### src/rtl/wb_stage.sv
// Write-back stage: accepts retiring instructions, waits for load data when needed,
// and drives the register-file write port for one cycle per committed instruction.
module wb_stage #(
    parameter int TIMEOUT = 255
) (
    input  logic        clk,
    input  logic        rst_n,
    input  logic        in_valid,
    output logic        in_ready,
    input  logic [4:0]  in_rd,
    input  logic        in_rf_we,
    input  logic [1:0]  in_wb_sel,
    input  logic [31:0] in_alu,
    input  logic [31:0] in_pc,
    input  logic [31:0] in_imm,
    input  logic [2:0]  in_ld_type,
    input  logic [1:0]  in_addr_lo,
    input  logic        mem_rvalid,
    input  logic [31:0] mem_rdata,
    output logic [4:0]  wR,
    output logic [31:0] wD,
    output logic        we,
    output logic        busy,
    output logic        err
);
    localparam int CW = $clog2(TIMEOUT + 1);

    typedef enum logic [1:0] {IDLE, WAIT_MEM, COMMIT} state_t;

    state_t        stateReg, stateNext;
    logic [CW-1:0] cntReg, cntNext;
    logic [4:0]    rdReg;
    logic          rfWeReg;
    logic [2:0]    ldTypeReg;
    logic [1:0]    addrLoReg;
    logic [4:0]    wRReg, wRNext;
    logic [31:0]   wDReg, wDNext;
    logic          weReg, weNext;
    logic          errReg, errNext;

    logic          accept, isLoad, ldBad, timeoutHit;
    logic [31:0]   srcData, loadData;
    logic [7:0]    byteSel;
    logic [15:0]   halfSel;

    assign in_ready   = (stateReg != WAIT_MEM);
    assign busy       = (stateReg != IDLE);
    assign accept     = in_valid && in_ready;
    assign isLoad     = (in_wb_sel == 2'b01);
    assign timeoutHit = (cntReg == CW'(TIMEOUT - 1));
    assign wR         = wRReg;
    assign wD         = wDReg;
    assign we         = weReg;
    assign err        = errReg;

    // Illegal load types and misaligned halves/words are trapped at accept time.
    always_comb begin
        case (in_ld_type)
            3'b000, 3'b100: ldBad = 1'b0;
            3'b001, 3'b101: ldBad = in_addr_lo[0];
            3'b010:         ldBad = (in_addr_lo != 2'b00);
            default:        ldBad = 1'b1;
        endcase
    end

    always_comb begin
        case (in_wb_sel)
            2'b00:   srcData = in_alu;
            2'b10:   srcData = in_pc + 32'd4;
            2'b11:   srcData = in_imm;
            default: srcData = 32'h0;
        endcase
    end

    always_comb begin
        case (addrLoReg)
            2'd0:    byteSel = mem_rdata[7:0];
            2'd1:    byteSel = mem_rdata[15:8];
            2'd2:    byteSel = mem_rdata[23:16];
            default: byteSel = mem_rdata[31:24];
        endcase
        halfSel = addrLoReg[1] ? mem_rdata[31:16] : mem_rdata[15:0];
        case (ldTypeReg)
            3'b000:  loadData = {{24{byteSel[7]}}, byteSel};
            3'b100:  loadData = {24'h0, byteSel};
            3'b001:  loadData = {{16{halfSel[15]}}, halfSel};
            3'b101:  loadData = {16'h0, halfSel};
            default: loadData = mem_rdata;
        endcase
    end

    // State register plus the registered write-port outputs.
    always_ff @(posedge clk or negedge rst_n) begin
        if (!rst_n) begin
            stateReg  <= IDLE;
            cntReg    <= '0;
            rdReg     <= '0;
            rfWeReg   <= 1'b0;
            ldTypeReg <= '0;
            addrLoReg <= '0;
            wRReg     <= '0;
            wDReg     <= '0;
            weReg     <= 1'b0;
            errReg    <= 1'b0;
        end else begin
            stateReg <= stateNext;
            cntReg   <= cntNext;
            wRReg    <= wRNext;
            wDReg    <= wDNext;
            weReg    <= weNext;
            errReg   <= errNext;
            if (accept) begin
                rdReg     <= in_rd;
                rfWeReg   <= in_rf_we;
                ldTypeReg <= in_ld_type;
                addrLoReg <= in_addr_lo;
            end
        end
    end

    always_comb begin
        stateNext = stateReg;
        cntNext   = '0;
        case (stateReg)
            WAIT_MEM: begin
                cntNext = cntReg + CW'(1);
                if (mem_rvalid)
                    stateNext = COMMIT;
                else if (timeoutHit)
                    stateNext = IDLE;
            end
            default: begin
                if (accept)
                    stateNext = (isLoad && !ldBad) ? WAIT_MEM : COMMIT;
                else
                    stateNext = IDLE;
            end
        endcase
    end

    always_comb begin
        weNext  = 1'b0;
        wRNext  = wRReg;
        wDNext  = wDReg;
        errNext = errReg;
        if (stateReg == WAIT_MEM) begin
            if (mem_rvalid) begin
                weNext = rfWeReg && (rdReg != 5'd0);
                wRNext = rdReg;
                wDNext = loadData;
            end else if (timeoutHit) begin
                errNext = 1'b1;
            end
        end else if (accept) begin
            if (!isLoad) begin
                weNext = in_rf_we && (in_rd != 5'd0);
                wRNext = in_rd;
                wDNext = srcData;
            end else if (ldBad) begin
                errNext = 1'b1;
                wRNext  = in_rd;
                wDNext  = 32'h0;
            end
        end
    end
endmodule

### config.mk
export PLATFORM = sky130hd
export DESIGN_NAME = wb_stage
export DESIGN_NICKNAME = d
export VERILOG_FILES = /design/src/rtl/wb_stage.sv
export SDC_FILE = /design/constraint.sdc
export NUM_CORES = 1
export LEC_CHECK = 0
export BUFFER_PORTS_ARGS = -buffer_cell sky130_fd_sc_hd__buf_4
export CORE_MARGIN = 3
export CORE_UTILIZATION = 50
export CTS_CLUSTER_DIAMETER = 200
export DETAILED_ROUTE_END_ITERATION = 10
export PLACE_DENSITY = 0.83
export SLEW_MARGIN = 30
export SYNTH_ARGS = -nofsm -noshare
export SYNTH_HDL_FRONTEND = slang
export SYNTH_SLANG_ARGS = --single-unit
### constraint.sdc
create_clock -name clk -period 3.85 [get_ports clk]
set_clock_uncertainty 0.15 [all_clocks]
set_input_delay 0.5775 -clock clk [delete_from_list [all_inputs] [get_ports clk]]
set_output_delay 0.5775 -clock clk [all_outputs]
set_load 0.01 [all_outputs]
==> results of run 1 <==
final timing paths:
path | startpoint | endpoint | slack [ns] | cells past startpoint
max | addrLoReg[1]$_DFFE_PN0P_ | wD[9]$_DFFE_PN0P_ | 1.19 | 5
min | rst_n | cntReg[5]$_DFF_PN0_ | 0.15 | 1
max reg2reg | addrLoReg[1]$_DFFE_PN0P_ | wD[9]$_DFFE_PN0P_ | 1.19 | 5
min reg2reg | wR[0]$_DFFE_PN0P_ | wR[0]$_DFFE_PN0P_ | 0.34 | 2
max in group asynchronous | rst_n | wD[11]$_DFFE_PN0P_ | 2.89 | 1
min in group clk | in_rf_we | rfWeReg$_DFFE_PN0P_ | 0.29 | 3
per-layer routing:
layer  GRT usage [%]  vias to the layer above
met5               0                        -
met4            9.35                        0
met3            4.66                       36
met2            55.1                      365
met1            46.7                     2446
li1                -                     2351
layout make-up:
class                      instances  area (sq um)  share of cell area, %
clock buffer                       9           124                   2.05
clock inverter                     7          58.8                  0.974
inverter                          13          48.8                  0.808
multi-input combinational        429          2730                   45.3
sequential                        60          1500                   24.9
tap                              105           131                   2.18
timing repair buffer             192          1440                   23.9
registers in the layout, summed over array words and instances (netlist names):
register,cells
stateReg,2
wD,32
rdReg,5
wR,5
err,1
ldTypeReg,3
rfWeReg,1
we,1
cntReg,8
addrLoReg,2
kinds of logic (layout without fill, tap and decap cells):
kind of cell / count (synthesis) / in the layout / share of synthesized area (%)
buf+inv: 49 / 221 / 4.37
compound gates: 168 / 168 / 27.1
mux: 21 / 21 / 5.22
simple gates: 212 / 212 / 23.5
xor+xnor: 25 / 25 / 4.96
flops: 60 / 60 / 34.0
fa+ha+maj: 3 / 3 / 0.851
cells in the mapped netlist (5+ instances only):
master / count / area share [%]
nand2_1: 91 / 7.7
dfrtp_1: 60 / 34
a21oi_1: 35 / 4.0
nor2_1: 33 / 2.8
clkbuf_1: 30 / 2.6
o21ai_0: 26 / 2.9
nand3_1: 19 / 2.2
a221oi_1: 16 / 3.2
a22o_1: 16 / 3.2
xnor2_1: 15 / 3.0
mux2i_1: 14 / 3.2
a22oi_1: 12 / 2.0
inv_1: 12 / 1.0
nand4_1: 11 / 1.6
xor2_1: 10 / 2.0
a221o_1: 8 / 1.8
a31oi_1: 8 / 1.1
nor2b_1: 8 / 1.1
nor4_1: 8 / 1.1
and3_1: 7 / 0.99
o211ai_1: 7 / 1.2
and2_1: 6 / 0.85
mux2_2: 6 / 1.5
nand2b_1: 6 / 0.85
o31ai_1: 6 / 1.0
nor3_1: 5 / 0.57
critical path, cell delays in order, from the launching register on:
cell	delay, ns
dfrtp_1	0.70
mux4_2	0.33
nand2_1	0.07
nor3_1	0.73
o22ai_1	0.25
a222oi_1	0.30
layout by cell type (no fill, tap or decap), types with 7 or more instances in the layout:
cell type	Yosys	routed
buf_4	0	192
nand2_1	91	90
dfrtp_1	60	60
a21oi_1	35	34
nor2_1	33	33
o21ai_0	26	26
nand3_1	19	19
a22o_1	16	16
a221oi_1	16	16
xnor2_1	15	15
mux2i_1	14	14
inv_1	12	12
a22oi_1	12	12
nand4_1	11	11
xor2_1	10	10
clkbuf_8	0	9
nor2b_1	8	8
nor4_1	8	8
a31oi_1	8	8
a221o_1	8	8
and3_1	7	7
o211ai_1	7	7
power groups by stage:
stage	registers (W)	clock network [W]	logic, W
final	0.000776	0.000531	0.000638
after global routing	0.000783	0.000569	0.000686
after CTS	0.000773	0.000538	0.000629
after detailed placement	0.000783	0	0.000628
after global placement	0.000783	0	0.000614
after floorplan	0.000789	0	0.000269
metrics by stage:
stage                     instances  hold WS [ns]  worst slack, ns
after global routing            815         0.209             1.01
after detailed placement        799         0.323             1.12
after global placement          799         0.313             1.17
after floorplan                 538         0.132             1.40
final                           815         0.155             1.19
after CTS                       815         0.176             1.31
==> flow_metrics.py, run 1 <==
metrics = {
    "run_status": {
        "status": "finished clean",
    },
    "grt": {
        "grt_pass1_vias": 5006,
        "grt_max_degree": 61,
        "grt.total_usage_pct": 33.6,
        "grt_pass1_wl_mm": 26.2,
        "grt.overflow.total": 0,
        "antenna_found_initial": 0,
    },
    "clock_network": {
        "cts_tree": "built",
        "hold_buffers": 0,
        "cts.sinks": 60,
        "clk_pin_slew_ns": 0.08,
        "cts_max_level": 3,
        "cts_resized": 0,
        "clock_tree.root_cell": "clkbuf_8",
        "cts-buffers-inserted": 9,
        "worstSkewPairLatency_ns": 0.35,
        "cts.path.max_buffers": 2,
        "cts_setup_buffers": 0,
    },
    "timing": {
        "max_freq_mhz": 376,
        "rsz0062_at_grt": "no",
        "period_share_pct": 69.0,
        "worst_slew_pin_slew_ns": 0.950,
        "fin_crit_ns": 2.66,
        "max-slew-margin-rel_pct": 36.2,
        "setup-violations-final": 0,
        "final.setup.tns_ns": 0,
        "hold_violations": 0,
        "drv_slew": 0,
    },
    "synth": {
        "yosysWarningCount": 0,
        "synth_flop_cell": "dfrtp_1",
        "ys_async_sr_fraction_pct": 100,
        "yosysUniqueCellTypes": 58,
        "syn_avg_cell_area_sq_um": 8.20,
        "synth_edf_count": 0,
        "synth.ff_latch_count": 60,
        "syn_inst": 538,
        "synth.net_count": 686,
        "yosysSeqAreaShare_pct": 34.0,
        "syn_area_sq_um": 4410,
    },
    "power_and_ir_drop": {
        "power_frac_clock_pct": 27.3,
        "p_sw_w": 0.000685,
        "powerDensity_nw_per_um2": 322,
        "leakagePower_nw": 2.74,
        "switching_share_pct": 35.2,
        "combPwrFrac_pct": 32.8,
        "ir_drop_v": 0.000203,
        "power.internal_w": 0.00126,
        "totalPowerFinal_w": 0.00195,
        "seqPwrFrac_pct": 39.9,
    },
    "drt": {
        "wl_met2_mm": 8.13,
        "viasPerCell": 6.38,
        "vias": 5198,
        "drcViolationCount": 0,
        "drt_iter0_markers": 558,
        "highest_layer": "met4",
        "wl_per_cell_um": 20.9,
        "wl_met3_mm": 1.94,
        "firstDrtPassIters": 5,
        "wl_mm": 17.0,
        "drtAntennaViolNets": 0,
        "met1_length_mm": 6.53,
    },
    "die": {
        "die-area_sq_um": 9990,
        "io_pins": 186,
        "fp.dieH_um": 99.9,
        "core.rowCount": 33,
        "fp.coreArea_sq_um": 8380,
        "die_w_um": 99.9,
        "start_util_pct": 52.6,
    },
    "placement": {
        "place_congestion": 0.994,
        "hpwl_mm": 13.4,
        "place_area_sq_um": 5850,
        "io_buffers": 185,
    },
    "cells_and_area": {
        "fillCellCount": 679,
        "fin_nets": 853,
        "utilization_pct": 72.1,
        "fin_area_sq_um": 6040,
        "drive_above_1_share_pct": 32.3,
        "syn2layout_area_growth_pct": 36.9,
        "diodes": 0,
    },
    "worst_setup_path": {
        "end_kind": "flop",
        "crit_fanout": 14,
        "crit_type": "flop to flop",
        "critPathLaunchType": "flop",
        "crit_arrival_ns": 2.73,
        "required_ns": 3.93,
    },
    "min_path": {
        "hp-class": "input port to async pin",
    },
    "flow_run": {
        "maxCapViolCount": 0,
    },
}
Power figures use the tool's default switching activity.
==> run 2, diff against run 1 <==
--- a/config.mk
+++ b/config.mk
@@ -5,12 +5,13 @@
 export SDC_FILE = /design/constraint.sdc
 export NUM_CORES = 1
 export LEC_CHECK = 0
+export ABC_AREA = 1
 export BUFFER_PORTS_ARGS = -buffer_cell sky130_fd_sc_hd__buf_4
 export CORE_MARGIN = 3
-export CORE_UTILIZATION = 50
+export CORE_UTILIZATION = 46
 export CTS_CLUSTER_DIAMETER = 200
 export DETAILED_ROUTE_END_ITERATION = 10
-export PLACE_DENSITY = 0.83
+export PLACE_DENSITY = 0.79
 export SLEW_MARGIN = 30
 export SYNTH_ARGS = -nofsm -noshare
 export SYNTH_HDL_FRONTEND = slang
==> constraint.sdc (replaced) <==
create_clock -name clk -period 2.2 [get_ports clk]
set_clock_uncertainty 0.15 [all_clocks]
set_input_delay 0.33 -clock clk [delete_from_list [all_inputs] [get_ports clk]]
set_output_delay 0.33 -clock clk [all_outputs]
set_load 0.01 [all_outputs]
==> run 2 against run 1 <==
Effect of this change:
- non-clock buffer count increased by 5
- synthesized cell count grew 45%
- clock power up 76%
- register-to-register slack got worse by 0.86 ns
- count of clock-buffer cells in the layout did not move
- sequential share of layout area fell by 1.9 points
- sequential power rose by 73%
==> flow_metrics.py, run 2 <==
metrics = {
    "worst_setup_path": {
        "crit_arrival_ns": 1.43,
        "end_kind": "output port",
        "reg2reg_from": "addrLoReg[1]$_DFFE_PN0P_",
        "reg2reg_slack_ns": 0.33,
        "crit_type": "flop to output port",
        "timing.rr.end": "wD[6]$_DFFE_PN0P_",
        "required_ns": 1.72,
        "r2r_cells": 5,
        "crit_fanout": 24,
        "critPathLaunchType": "flop",
    },
    "die": {
        "die-area_sq_um": 12000,
        "start_util_pct": 47.5,
        "die_w_um": 110,
        "fp.coreArea_sq_um": 10400,
        "fp.dieH_um": 110,
        "core.rowCount": 37,
        "io_pins": 186,
    },
    "power_and_ir_drop": {
        "powerDensity_nw_per_um2": 535,
        "switching_share_pct": 36.6,
        "leakagePower_nw": 3.35,
        "p_sw_w": 0.00128,
        "ir_drop_v": 0.000459,
        "power_frac_clock_pct": 26.6,
        "combPwrFrac_pct": 35.0,
        "seqPwrFrac_pct": 38.3,
        "power.internal_w": 0.00222,
    },
    "synth": {
        "yosysTopAreaCell": "dfrtp_1",
        "yosysUniqueCellTypes": 41,
        "syn_area_sq_um": 4930,
        "synth_edf_count": 0,
        "synth_top_area_share_pct": 30.5,
        "yosysMostFrequentCell": "nand2_1",
        "syn_inst": 779,
        "ys_async_sr_fraction_pct": 100,
        "synth_flop_cell": "dfrtp_1",
        "synth_common_cells": "nand2_1 (264), nand3_1 (77), nor2_1 (77), inv_1 (64)",
        "syn_avg_cell_area_sq_um": 6.33,
        "synth.net_count": 927,
        "yosysWarningCount": 0,
        "yosys-top-cells-area": "dfrtp_1 (30%), nand2_1 (20%), nand3_1 (7.8%)",
        "synth.ff_latch_count": 60,
        "yosysSeqAreaShare_pct": 30.5,
    },
    "clock_network": {
        "cts.path.max_buffers": 2,
        "cts_tree": "built",
        "cts_resized": 0,
        "cts.sinks": 60,
        "clk_pin_slew_ns": 0.08,
        "cts_max_level": 3,
        "clock_tree.root_cell": "clkbuf_8",
        "worstSkewPairLatency_ns": 0.36,
        "cts-buffers-inserted": 9,
        "cts_setup_buffers": 0,
        "hold_buffers": 1,
    },
    "timing": {
        "holdWs_ns": 0.0254,
        "setup-violations-final": 0,
        "hold_violations": 0,
        "fin_crit_ns": 1.91,
        "max-slew-margin-rel_pct": 48.2,
        "max_freq_mhz": 525,
        "worst_slew_pin_slew_ns": 0.777,
        "period_share_pct": 86.6,
        "final.setup.tns_ns": 0,
        "rsz0062_at_grt": "no",
        "drv_slew": 0,
    },
    "flow_run": {
        "maxCapViolCount": 0,
    },
    "run_status": {
        "status": "finished clean",
    },
    "placement": {
        "io_buffers": 185,
        "hpwl_mm": 13.5,
        "place_congestion": 0.937,
    },
    "drt": {
        "drtAntennaViolNets": 0,
        "wl_per_cell_um": 15.6,
        "firstDrtPassIters": 7,
        "wl_mm": 17.0,
        "vias": 5765,
        "drcViolationCount": 0,
        "viasPerCell": 5.28,
        "drt_iter0_markers": 409,
    },
    "grt": {
        "grt.total_usage_pct": 28.1,
        "grt_max_degree": 61,
        "grt_pass1_vias": 5291,
        "grt_pass1_wl_mm": 26.0,
        "grt.overflow.total": 0,
        "antenna_found_initial": 0,
    },
    "cells_and_area": {
        "final_common_cell": "nand2_1",
        "syn2layout_area_growth_pct": 33.0,
        "drive_above_1_share_pct": 27.0,
        "diodes": 0,
        "fin_nets": 1099,
        "largest_reg_flops": 32,
        "final_cell_mix": "nand2_1 (264), buf_4 (195), nor2_1 (77), nand3_1 (77), inv_1 (64)",
    },
    "min_path": {
        "worstHoldStart": "mem_rvalid",
        "holdPathEnd": "stateReg[0]$_DFFE_PN0P_",
        "hp-class": "input port to flop",
        "whs_path_depth": 2,
    },
}
run 2: cell types whose count changed in the layout (fill, tap and decap cells not counted), moves of 10 or more:
cell and delta:
nand2_1 +174, nand3_1 +58, inv_1 +52, nor2_1 +44
a21oi_1 +26, a221oi_1 -16, xnor2_1 -15, mux2i_1 -14
a22oi_1 -10, inv_2 +10
run 2: area by class of cell:
class                   instances  area [sq um]
well taps                     136           170
clock buffers                   9           124
inverters                      76           289
multi-input cells             607          2920
flip-flops and latches         60          1500
repair buffers                197          1490
fillers                      1024          3820
clock inverters                 7          57.6
run 2: through the flow:
stage	area, sq um	setup slack [ns]	utilization [%]	total power, W	std cells
after floorplan	4930	0.667	-	0.00198	779
after global placement	6360	0.300	61.3	0.00257	1075
after detailed placement	6360	0.262	61.3	0.00258	1075
after CTS	6550	0.285	63.2	0.00352	1092
after global routing	6550	0.215	63.2	0.00371	1092
final	6550	0.294	63.2	0.00351	1092
run 2: cell families after synthesis:
kind of cell | after synthesis | synth area share, %
AND/OR/NAND/NOR | 458 | 40.2
AO/OA/AOI/OAI | 144 | 17.9
buffers and inverters | 112 | 10.4
flip-flops | 60 | 30.5
adder cells (fa/ha/maj) | 3 | 0.762
XOR/XNOR | 2 | 0.355
run 2: how the worst max path moves through the flow:
stage	start	to
after floorplan	addrLoReg[1]$_DFFE_PN0P_	wD[25]$_DFFE_PN0P_
after global placement	in_pc[2]	wD[26]$_DFFE_PN0P_
after detailed placement	in_pc[2]	wD[26]$_DFFE_PN0P_
after CTS	stateReg[0]$_DFFE_PN0P_	in_ready
after global routing	addrLoReg[1]$_DFFE_PN0P_	wD[6]$_DFFE_PN0P_
final	stateReg[0]$_DFFE_PN0P_	in_ready
run 2: metal layers:
layer / vias to the layer above / share of wire (%) / wire length [um] / global-route usage [%]
met5: - / 0 / 0 / 0
met4: 0 / 3.3 / 567 / 11.8
met3: 40 / 8.6 / 1460 / 4.99
met2: 255 / 46 / 7860 / 45.2
met1: 2595 / 42 / 7150 / 37.4
li1: 2875 / - / - / -
run 2: critical path: stages (launching register included):
cell     delay (ns)
dfrtp_1        0.39
inv_2          0.07
nor2_4         0.04
inv_2          0.36
buf_4          0.21
run 2: power by group through the flow:
stage	Clock, W	Sequential, W	Combinational (W)
2_1_floorplan	0	0.00139	0.000584
3_3_place_gp	0	0.00136	0.00121
3_5_place_dp	0	0.00136	0.00122
4_1_cts	0.000946	0.00134	0.00123
5_1_grt	0.000994	0.00136	0.00135
6_report	0.000934	0.00134	0.00123
